`config.mk`:
```
export PLATFORM = sky130hd
export DESIGN_NAME = accelerator_scalar_integer_reducer
export DESIGN_NICKNAME = d
export VERILOG_FILES = /design/src/rtl/accelerator_scalar_integer_reducer.sv
export SDC_FILE = /design/constraint.sdc
export NUM_CORES = 1
export LEC_CHECK = 0
export CORE_MARGIN = 2
export CORE_UTILIZATION = 49
export CTS_CLUSTER_SIZE = 8
export DETAILED_ROUTE_END_ITERATION = 7
export PLACE_DENSITY = 0.82
export SYNTH_ARGS = -nofsm -noshare
export SYNTH_HDL_FRONTEND = slang
export SYNTH_SLANG_ARGS = --single-unit
```
`constraint.sdc`:
```
create_clock -name CLK -period 3.2 [get_ports CLK]
set_input_delay 0.96 -clock CLK [delete_from_list [all_inputs] [get_ports CLK]]
set_output_delay 0.96 -clock CLK [all_outputs]
set_load 0.05 [all_outputs]
```
`src/rtl/accelerator_scalar_integer_reducer.sv`:
```
// ---------------------------------------------------------------------------
// accelerator_scalar_integer_reducer
//
// Purpose:
//   Sequential modular reduction, DATA_OUT = DATA_IN mod MODULO_IN.
//   It uses restoring shift-subtract and retires one dividend bit per clock.
//   It sits in front of the scalar integer modular multiplier and brings
//   arbitrary operands into [0, m). It uses the family START/READY one-shot
//   handshake.
//
// Parameters:
//   DATA_SIZE    - operand/result width in bits (>= 2)
//   CONTROL_SIZE - kept for family uniformity; unused internally
//
// Ports:
//   CLK          in   rising-edge clock
//   RST          in   synchronous reset, active-high
//   START        in   request, sampled only while idle (STARTER_STATE)
//   READY        out  one-cycle pulse, DATA_OUT (and QUOTIENT_OUT) valid
//   MODULO_IN    in   modulus m, unsigned, captured on START
//   DATA_IN      in   dividend x, unsigned, captured on START
//   DATA_OUT     out  registered remainder x mod m; m = 0 passes x through
//   QUOTIENT_OUT out  registered quotient x / m; all ones for m = 0
//                     (present only with the macro below)
//
// Configuration macro:
//   ACCELERATOR_SCALAR_INTEGER_REDUCER_QUOTIENT_EN - adds QUOTIENT_OUT.
//
// Latency, counting from the edge that samples START:
//   m != 0 : READY is high after edge DATA_SIZE+1
//   m == 0 : READY is high after edge 1
// ---------------------------------------------------------------------------
module accelerator_scalar_integer_reducer #(
  parameter int DATA_SIZE    = 64,
  parameter int CONTROL_SIZE = 4
) (
  input  logic                 CLK,
  input  logic                 RST,
  input  logic                 START,
  output logic                 READY,
  input  logic [DATA_SIZE-1:0] MODULO_IN,
  input  logic [DATA_SIZE-1:0] DATA_IN,
  output logic [DATA_SIZE-1:0] DATA_OUT
`ifdef ACCELERATOR_SCALAR_INTEGER_REDUCER_QUOTIENT_EN
  ,
  output logic [DATA_SIZE-1:0] QUOTIENT_OUT
`endif
);

  localparam int CW = (DATA_SIZE > 1) ? $clog2(DATA_SIZE) : 1;

  // CONTROL_SIZE exists only so every block in the family has the same
  // parameter list. This block has no use for it.
  if (CONTROL_SIZE < 0) begin : g_control_size_unused
  end

  typedef enum logic [1:0] {
    STARTER_STATE = 2'd0,
    REDUCE_STATE  = 2'd1,
    ENDER_STATE   = 2'd2
  } state_t;

  state_t               state_q,     state_d;
  logic                 ready_q,     ready_d;
  logic [DATA_SIZE-1:0] data_out_q,  data_out_d;
  // One bit wider than the operands. This keeps the shift from overflowing
  // when the modulus has its MSB set.
  logic [DATA_SIZE:0]   remainder_q, remainder_d;
  logic [DATA_SIZE-1:0] dividend_q,  dividend_d;
  logic [DATA_SIZE-1:0] modulo_q,    modulo_d;
  logic [CW-1:0]        index_q,     index_d;

`ifdef ACCELERATOR_SCALAR_INTEGER_REDUCER_QUOTIENT_EN
  logic [DATA_SIZE-1:0] quotient_q,     quotient_d;
  logic [DATA_SIZE-1:0] quotient_out_q, quotient_out_d;
`endif

  // The trial value shifts the next dividend bit into the remainder.
  // Between iterations the remainder is always below m, so its top bit is
  // zero. That bit still takes part in the comparison, which makes the
  // compare span the full register. The difference only needs DATA_SIZE+1
  // bits, because a subtraction only happens when trial >= m.
  logic [DATA_SIZE+1:0] trial_w;
  logic [DATA_SIZE:0]   diff_w;
  logic                 fits_w;

  assign trial_w = {remainder_q, dividend_q[DATA_SIZE-1]};
  assign fits_w  = (trial_w >= {2'b00, modulo_q});
  assign diff_w  = trial_w[DATA_SIZE:0] - {1'b0, modulo_q};

  // -------------------------------------------------------------------------
  // Next-state and datapath logic
  // -------------------------------------------------------------------------
  always_comb begin
    // NOTE: each _d first takes its hold value (ready_d defaults to 0, which
    // is what makes READY a pulse). No path through the case can leave a
    // variable unassigned, so no latch is inferred.
    state_d     = state_q;
    ready_d     = 1'b0;
    data_out_d  = data_out_q;
    remainder_d = remainder_q;
    dividend_d  = dividend_q;
    modulo_d    = modulo_q;
    index_d     = index_q;
`ifdef ACCELERATOR_SCALAR_INTEGER_REDUCER_QUOTIENT_EN
    quotient_d     = quotient_q;
    quotient_out_d = quotient_out_q;
`endif

    case (state_q)
      STARTER_STATE: begin
        if (START) begin
          dividend_d = DATA_IN;
          modulo_d   = MODULO_IN;
          index_d    = CW'(DATA_SIZE - 1);
          if (MODULO_IN == '0) begin
            // Defined pass-through. The dividend is the result as is.
            remainder_d = {1'b0, DATA_IN};
            state_d     = ENDER_STATE;
`ifdef ACCELERATOR_SCALAR_INTEGER_REDUCER_QUOTIENT_EN
            quotient_d  = '1;
`endif
          end else begin
            remainder_d = '0;
            state_d     = REDUCE_STATE;
`ifdef ACCELERATOR_SCALAR_INTEGER_REDUCER_QUOTIENT_EN
            quotient_d  = '0;
`endif
          end
        end
      end

      REDUCE_STATE: begin
        remainder_d = fits_w ? diff_w : trial_w[DATA_SIZE:0];
        dividend_d  = {dividend_q[DATA_SIZE-2:0], 1'b0};
`ifdef ACCELERATOR_SCALAR_INTEGER_REDUCER_QUOTIENT_EN
        quotient_d  = {quotient_q[DATA_SIZE-2:0], fits_w};
`endif
        if (index_q == '0) begin
          state_d = ENDER_STATE;
        end else begin
          index_d = index_q - CW'(1);
        end
      end

      ENDER_STATE: begin
        data_out_d = remainder_q[DATA_SIZE-1:0];
        ready_d    = 1'b1;
        state_d    = STARTER_STATE;
`ifdef ACCELERATOR_SCALAR_INTEGER_REDUCER_QUOTIENT_EN
        quotient_out_d = quotient_q;
`endif
      end

      // The unused encoding falls back to idle.
      default: begin
        state_d = STARTER_STATE;
      end
    endcase
  end

  // -------------------------------------------------------------------------
  // State and datapath registers
  // -------------------------------------------------------------------------
  always_ff @(posedge CLK) begin
    // NOTE: reset is synchronous and clears every register, datapath
    // included. An aborted request therefore leaves nothing behind that
    // could leak into the next result.
    if (RST) begin
      state_q     <= STARTER_STATE;
      ready_q     <= 1'b0;
      data_out_q  <= '0;
      remainder_q <= '0;
      dividend_q  <= '0;
      modulo_q    <= '0;
      index_q     <= '0;
`ifdef ACCELERATOR_SCALAR_INTEGER_REDUCER_QUOTIENT_EN
      quotient_q     <= '0;
      quotient_out_q <= '0;
`endif
    end else begin
      // NOTE: non-blocking assignments, so every register samples the _d
      // values of the same edge regardless of statement order.
      state_q     <= state_d;
      ready_q     <= ready_d;
      data_out_q  <= data_out_d;
      remainder_q <= remainder_d;
      dividend_q  <= dividend_d;
      modulo_q    <= modulo_d;
      index_q     <= index_d;
`ifdef ACCELERATOR_SCALAR_INTEGER_REDUCER_QUOTIENT_EN
      quotient_q     <= quotient_d;
      quotient_out_q <= quotient_out_d;
`endif
    end
  end

  assign READY    = ready_q;
  assign DATA_OUT = data_out_q;
`ifdef ACCELERATOR_SCALAR_INTEGER_REDUCER_QUOTIENT_EN
  assign QUOTIENT_OUT = quotient_out_q;
`endif

endmodule
```
======== Word-level counts from Yosys, hierarchy flattened ========
Cells that the tools add are included.
storage, ports and cells
  register bits after elaboration ......... 266
  output and inout bits ................... 65
  word-level logic and storage cells ...... 37
cells by class
  add/subtract/negate cells ............... 2
  $lt $le $gt $ge ......................... 1
  equality and inequality tests ........... 5
  mux-type cells .......................... 14
  reductions and logical operators ........ 8
operators by type and width
  operator                                                               count
  65-bit two-way mux                                                     2
  65-bit case mux with 2 select lines                                    1
  64-bit two-way mux                                                     2
  64-bit case mux with 2 select lines                                    1
  66-bit by 64-bit greater-or-equal comparator with 1-bit output         1
  65-bit by 64-bit subtractor with 65-bit output                         1
  64-bit zero test                                                       1
  6-bit two-way mux                                                      2
  6-bit case mux with 2 select lines                                     1
  6-bit zero test                                                        1
  2-bit two-way mux                                                      3
  2-bit inequality test, second input constant                           3
  2-bit AND reduction                                                    3
  6-bit by 1-bit subtractor with 6-bit output, second input constant     1
  2-bit case mux with 2 select lines                                     1
  3-bit AND reduction                                                    1
  2-bit by 1-bit equality test with 1-bit output, second input constant  1
  2-bit equality test, second input constant                             1
  2-bit zero test                                                        1
  2-bit nonzero test                                                     1
  1-bit two-way mux                                                      1

======== Depth between registers and ports, before layout ========
Gate-level depths: netlist of the first run.
  depth after elaboration ................. 4
  depth in mapped cells ................... 16
  depth with buffers taken out ............ 14

======== Worst setup path after synthesis of the first run ========
OpenSTA, ideal clock, no wires.
  kind .................................... flip-flop to flip-flop
  from .................................... register dividend_q[63]
  to ...................................... register remainder_q[15]
  library setup time ...................... 0.128 ns
  arrival time ............................ 3.383 ns
  data required time ...................... 3.072 ns
  path slack .............................. -0.311 ns
  stages on the path, launching flop included .. 16
  path buffers ............................ 1
  clock period less this slack ............ 3.511 ns
  path through ............................ dfxtp_1 > inv_1 > ha_1 > inv_1 > fa_1 > a21o_1 > a221o_1 > a2111oi_4 > a21oi_2 > a21o_1 > a31oi_4 > o21ai_2 > buf_6 > mux2_1 > a222oi_1 > nor2_1
between the ends
  longest elaborated chain between the ends .. 3
  elaborated cells on any way between the ends .. 4
  those cells by class .................... add/sub: 1; order compare: 1; mux: 2
ends and longest elaborated chain
  element                                                                                                                           line    text
  start: declaration                                                                                                                69      logic [DATA_SIZE-1:0] dividend_q, dividend_d;
  start signal: assignment                                                                                                          188     dividend_q <= dividend_d;
  65-bit by 64-bit subtractor with 65-bit output or 66-bit by 64-bit greater-or-equal comparator with 1-bit output (tied branches)  89, 88
  65-bit two-way mux *                                                                                                              134     remainder_d = fits_w ? diff_w : trial_w[DATA_SIZE:0];
  65-bit case mux with 2 select lines *                                                                                             110     case (state_q)
  end signal: assignment                                                                                                            187     remainder_q <= remainder_d;
  end: declaration                                                                                                                  68      logic [DATA_SIZE:0] remainder_q, remainder_d;
Mark *: on every way between the ends. The rest lies on a longest branch, timed or not.
A chain may end at the register's enable or synchronous reset.

======== Worst setup path in the final report of the first run ========
  from .................................... register dividend_q[63]
  to ...................................... register remainder_q[3]
Same word-level chain as after synthesis.

==> flow_summary.json, run 1 <==
{
  "syn-num-nets": 2300,
  "drv_cap": 0,
  "synth_cells": 2102,
  "cp.required_ns": 3.59,
  "core_um2": 30700,
  "avgSynthCellArea_um2": 7.29,
  "place_congestion": 1.01,
  "place_inst": 2855,
  "final_area_um2": 21700,
  "post_dp_cell_area_um2": 19700,
  "peakVddDrop_mv": 1.25,
  "status": "finished, violations left",
  "dp_slack_ns": -0.636,
  "portBuffers": 195,
  "fmax_ghz": 0.273,
  "num_vias": 17700,
  "post-route-period-util": 1.14,
  "ff2ff_path_depth": 16,
  "drt_iter0_markers": 1866,
  "antenna_found_initial": 0,
  "rsz0062_at_grt": "yes",
  "drt_wl_total_um": 59000,
  "io_pins": 196,
  "clk_latency_ns": 0.53,
  "netlist_top_cells_count": "nand2_1, nor2_1, dfxtp_1",
  "start_util": 0.499,
  "diodes": 0,
  "p_per_area_nw_per_um2": 1470,
  "cts-root-buf": "clkbuf_16",
  "endpoint_kind": "register",
  "dp_hpwl_um": 43900,
  "cp-start-kind": "register",
  "synthArstFlopShare": 0,
  "finalNonFillerCells": 2934,
  "postCtsHoldBufs": 0,
  "clock_skew_ns": 0.0185,
  "grt_overflow": 0,
  "synth_area_um2": 15300,
  "timing.setup.tns_ns": -19.79,
  "nets": 2732,
  "area_delta_synth_final_pct": 41.5,
  "die_area_um2": 32700,
  "drc": 0,
  "drtPass1Iterations": 6,
  "yosys-top-cells-area": "dfxtp_1, nand2_1, a21oi_1, nor2_1, ha_1",
  "synth_xor_area_frac": 0.0343,
  "die_y_um": 181,
  "finalHoldViolations": 0,
  "track_usage": 0.344,
  "fp.dieW_um": 181,
  "fin_util": 0.706,
  "drive_gt1_frac": 0.203,
  "numCtsBuffers": 39,
  "crit_fanout": 5,
  "nFillCells": 2481,
  "muxShareOfSynthArea": 0.0128,
  "row_count": 64,
  "grt_pass1_vias": 16800,
  "period_needed_ns": 3.66,
  "min_path_type": "reg2reg",
  "via_per_inst": 6.02,
  "cts_tree": "done",
  "synth_most_common_cell": "nand2_1",
  "h-tree-depth": 2,
  "hold_slack_ns": 0.451,
  "yosys_warnings": 0,
  "power_mw": 31.9,
  "slew-limit-headroom": 0.526,
  "synthAdderAreaFrac": 0.0552,
  "routedWlPerCell_um": 20.1,
  "detail-route-antenna-nets": 0,
  "yosys.area.top_type_share": 0.348,
  "grt_max_degree": 122,
  "synth_top_area_cell": "dfxtp_1",
  "seq_area_frac_synth": 0.348,
  "synth_enable_flop_cells": 0,
  "worst_pin_slew_ns": 0.711,
  "worstPathArrival_ns": 4.05,
  "drv_slew": 0,
  "path_class": "reg2reg",
  "synth_ff_type": "dfxtp_1",
  "cts.sinks": 266,
  "whs_path_depth": 2,
  "fin_ws_ns": -0.461,
  "clock_path_buffers": 3,
  "yosys.area_share.simple": 0.228,
  "grt_pass1_wl_um": 90900,
  "p_leak_nw": 9.05,
  "synth_seq_cells": 266,
  "cts.clk_slew.worst_paths_ns": 0.05,
  "synth-compound-area-share": 0.260,
  "synth_top_family_by_area": "compound AO/OA/AOI/OAI gates",
  "ys_types": 70,
  "finalSetupViolCount": 64,
  "violations": "setup timing"
}
==> cell families (layout without fill, tap and decap cells) <==
kind of cell / count (synthesis) / count (layout)
AND/OR/NAND/NOR: 823 / 823
multiplexers: 18 / 18
buffers and inverters: 247 / 682
flip-flops: 266 / 266
adder cells (fa/ha/maj): 67 / 67
AO/OA/AOI/OAI: 621 / 622
XOR/XNOR: 60 / 60
==> final cells by class <==
cell class | instances | area, um2 | share of cell area
sequential | 266 | 5330 | 0.246
clock inverter | 2 | 25.0 | 0.00116
clock buffer | 43 | 1040 | 0.0481
timing repair buffer | 547 | 4840 | 0.223
tap | 396 | 495 | 0.0229
inverter | 90 | 338 | 0.0156
multi-input combinational | 1590 | 9590 | 0.443
==> placed cells by master (no fill, tap or decap), drive strengths merged, types with 9 or more instances in the layout <==
master         Yosys  routed
mux2              13      13
xnor2             38      38
nand3             16      16
buf               41     353
o21ai             79      80
nand4             31      31
a221oi            12      12
clkdlybuf4s50      0     193
xor2              22      22
a2bb2oi           64      64
a21o              23      23
a31oi             13      13
clkbuf           116      44
a21oi            254     254
dfxtp            266     266
nand2            339     339
a211oi            15      15
nor3              92      92
o22ai             30      30
a22oi             49      49
inv               90      91
o21a               9       9
ha                66      66
nor2             281     281
o21bai            13      13
nor4              25      25
==> worst paths after layout <==
check	startpoint	end	slack (ns)
worst max-delay path	dividend_q[63]	remainder_q[3]	-0.46
worst min-delay path	DATA_OUT[22]	DATA_OUT[22]	0.45
worst max register to register	dividend_q[63]	remainder_q[3]	-0.46
worst min register to register	DATA_OUT[22]	DATA_OUT[22]	0.45
==> worst max-delay path, stage by stage (launching register included) <==
cell and delay [ns]:
dfxtp_2 0.32, inv_2 0.08, ha_4 0.13, inv_2 0.03, fa_2 0.37, a21o_1 0.20, a221o_1 0.45, a2111oi_4 0.38
a21oi_2 0.11, a21o_1 0.21, a31oi_4 0.21, o21ai_4 0.16, buf_4 0.19, buf_6 0.11, mux2_4 0.29, a221oi_2 0.22
nor3_1 0.07
==> registers in the layout, indices dropped and copies added (netlist names) <==
name / cells
state_q: 2
dividend_q: 64
remainder_q: 65
DATA_OUT: 64
index_q: 6
modulo_q: 64
READY: 1
==> per-layer routing <==
layer | global-route usage | share of wire | vias up
met1 | 0.494 | 0.43 | 8239
met4 | 0.0958 | 0.028 | 0
met5 | 0 | 0 | -
met3 | 0.0764 | 0.12 | 125
li1 | - | - | 8268
met2 | 0.518 | 0.42 | 1034
==> power breakdown <==
| group | internal (mW) | total (mW) | switching (mW) | leakage, nW |
|---|---|---|---|---|
| logic | 11.5 | 23.9 | 12.4 | 6.34 |
| registers | 3.84 | 4.25 | 0.415 | 2.18 |
| clock network | 2.27 | 3.73 | 1.46 | 0.526 |
| total | 17.6 | 31.9 | 14.3 | 9.05 |
==> what timing repair did <==
| item | 4_1_cts | 5_1_grt |
|---|---|---|
| resized for setup | 97 | 47 |
| endpoints found under the setup margin | 63 | 65 |
| cloned | 2 | 0 |
| pin swaps | 46 | 39 |
| buffers inserted | 19 | 19 |
Power figures use the tool's default switching activity.
==> run 2, diff against run 1 <==
--- a/config.mk
+++ b/config.mk
@@ -9,6 +9,7 @@
 export CORE_UTILIZATION = 49
 export CTS_CLUSTER_SIZE = 8
 export DETAILED_ROUTE_END_ITERATION = 7
+export GPL_TIMING_DRIVEN = 0
 export PLACE_DENSITY = 0.82
 export SYNTH_ARGS = -nofsm -noshare
 export SYNTH_HDL_FRONTEND = slang
==> run 2 against run 1 <==
Compared with the run above: the run still ends with setup timing left; clock-buffer cell count fell by 3; first-iteration DRC count shrank 2.5%; sequential share of layout area is 1.7 points higher; critical path type unchanged; critical endpoint is now remainder_q[12].
==> flow_summary.json, run 2 (synthesis gave the netlist of run 1 again) <==
{
  "final_cell_mix": "nand2_1, dfxtp_1, nor2_1",
  "start_util": 0.499,
  "top_register": "remainder_q",
  "worstPathCellList": "inv_2, ha_4, inv_2, fa_2, a21o_1, a221o_2, a2111oi_4, a21oi_4, a21o_4, a31oi_4, o21ai_4, buf_4, buf_6, mux2_4, a221oi_2, nor3_1",
  "cts.clk_slew.worst_paths_ns": 0.06,
  "final_area_um2": 20200,
  "rsz0062_at_grt": "yes",
  "largest_register_ffs": 65,
  "portBuffers": 194,
  "fp.dieW_um": 181,
  "r2r-start": "dividend_q[63]",
  "crit_fanout": 4,
  "num_vias": 17200,
  "drt_iter0_markers": 1820,
  "area_delta_synth_final_pct": 32.1,
  "drv_cap": 0,
  "drive_gt1_frac": 0.106,
  "io_pins": 196,
  "row_count": 64,
  "numCtsBuffers": 39,
  "post_dp_cell_area_um2": 17800,
  "status": "finished, violations left",
  "drv_slew": 0,
  "clock_skew_ns": 0.0214,
  "min_from": "DATA_OUT[14]",
  "cts-root-buf": "clkbuf_16",
  "detail-route-antenna-nets": 0,
  "via_per_inst": 6.23,
  "die_area_um2": 32700,
  "timing.setup.tns_ns": -26.36,
  "nets": 2555,
  "drt_wl_total_um": 61800,
  "post-route-period-util": 1.17,
  "path_class": "reg2reg",
  "min_path_type": "reg2reg",
  "fmax_ghz": 0.267,
  "slew-limit-headroom": 0.179,
  "place_congestion": 1.02,
  "drc": 0,
  "period_needed_ns": 3.74,
  "min_to": "DATA_OUT[14]",
  "worst_r2r_endpoint": "remainder_q[12]",
  "critPathSlowestCell": "a221o_2",
  "fin_ws_ns": -0.541,
  "finalSetupViolCount": 65,
  "cts_tree": "done",
  "endpoint_kind": "register",
  "routedWlPerCell_um": 22.4,
  "nFillCells": 2659,
  "drtPass1Iterations": 8,
  "grt_pass1_vias": 16200,
  "worst_pin_slew_ns": 1.23,
  "die_y_um": 181,
  "dp_hpwl_um": 46200,
  "cts.sinks": 266,
  "track_usage": 0.365,
  "worstPathArrival_ns": 4.13,
  "regToRegSetupSlack_ns": -0.54,
  "cpMostUsedCell": "inv_2",
  "grt_max_degree": 12,
  "final_common_cell": "nand2_1",
  "path_delay_family": "compound AO/OA/AOI/OAI gates",
  "cp-start-kind": "register",
  "max_stage_delay_ns": 0.45,
  "finalHoldViolations": 0,
  "cp.required_ns": 3.59,
  "postCtsHoldBufs": 0,
  "h-tree-depth": 2,
  "violations": "setup timing",
  "diodes": 0,
  "cp_num_buf_inv": 4,
  "antenna_found_initial": 0,
  "ff2ff_path_depth": 16,
  "clock_path_buffers": 3,
  "core_um2": 30700,
  "whs_path_depth": 2,
  "grt_overflow": 0,
  "grt_pass1_wl_um": 93900,
  "clk_latency_ns": 0.55
}
-- run 2: changes by cell type in the layout (fill, tap and decap cells not counted), sizes merged --
cell           delta
clkdlybuf4s50     +1
clkinv            +1
clkbuf           +88
o21ai             -1
buf             -268
clkinvlp          +1
-- run 2: area by class of cell --
| cell class | instances | area [um2] | share of cell area |
|---|---|---|---|
| Inverter | 90 | 338 | 0.0167 |
| Timing Repair Buffer | 239 | 2430 | 0.120 |
| Multi-Input combinational cell | 1589 | 9920 | 0.490 |
| Clock buffer | 40 | 980 | 0.0484 |
| Tap cell | 396 | 495 | 0.0245 |
| Sequential cell | 266 | 5330 | 0.263 |
| Clock inverter | 4 | 62.6 | 0.00309 |
| Buffer | 132 | 678 | 0.0335 |
-- run 2: per-layer routing --
| metal | routed length, um | up-vias | global-route usage |
|---|---|---|---|
| li1 | - | 7909 | - |
| met1 | 25500 | 8049 | 0.504 |
| met2 | 26600 | 1018 | 0.564 |
| met3 | 7070 | 201 | 0.0716 |
| met4 | 2550 | 0 | 0.138 |
| met5 | 0 | - | 0 |
-- run 2: how the worst max path moves through the flow --
| stage | cells past startpoint | to | start |
|---|---|---|---|
| global placement | 10 | remainder_q[63] | MODULO_IN[33] |
| floorplan | 15 | remainder_q[15] | dividend_q[63] |
| finish | 16 | remainder_q[12] | dividend_q[63] |
| global route | 13 | remainder_q[12] | remainder_q[58] |
| CTS | 12 | remainder_q[46] | remainder_q[30] |
| detailed placement | 10 | remainder_q[63] | MODULO_IN[3] |
-- run 2: stage by stage --
stage,utilization,hold slack (ns),instances,worst slack [ns]
after floorplan,-,0.436,2102,-0.0515
after global placement,0.581,0.443,2692,-1.30
after detailed placement,0.581,0.447,2692,-1.34
after CTS,0.649,0.454,2757,-0.553
after global routing,0.660,0.469,2756,-0.685
final,0.660,0.452,2756,-0.541
-- run 2: worst register-to-register path, stage by stage, from the launching register on --
cell,delay [ns]
dfxtp_2,0.32
inv_2,0.07
ha_4,0.13
inv_2,0.03
fa_2,0.35
a21o_1,0.19
a221o_2,0.45
a2111oi_4,0.45
a21oi_4,0.12
a21o_4,0.27
a31oi_4,0.19
o21ai_4,0.13
buf_4,0.19
buf_6,0.11
mux2_4,0.30
a221oi_2,0.24
nor3_1,0.06
-- run 2: what timing repair did --
| action | 4_1_cts | 5_1_grt |
|---|---|---|
| setup buffers | 23 | 22 |
| cloned | 9 | 0 |
| pin swaps | 44 | 40 |
| resized for setup | 165 | 99 |
| setup endpoints to repair | 65 | 76 |
Power of run 2 is not shown: default switching activity piles up to over one toggle a cycle in this logic, so the estimate is an artifact.
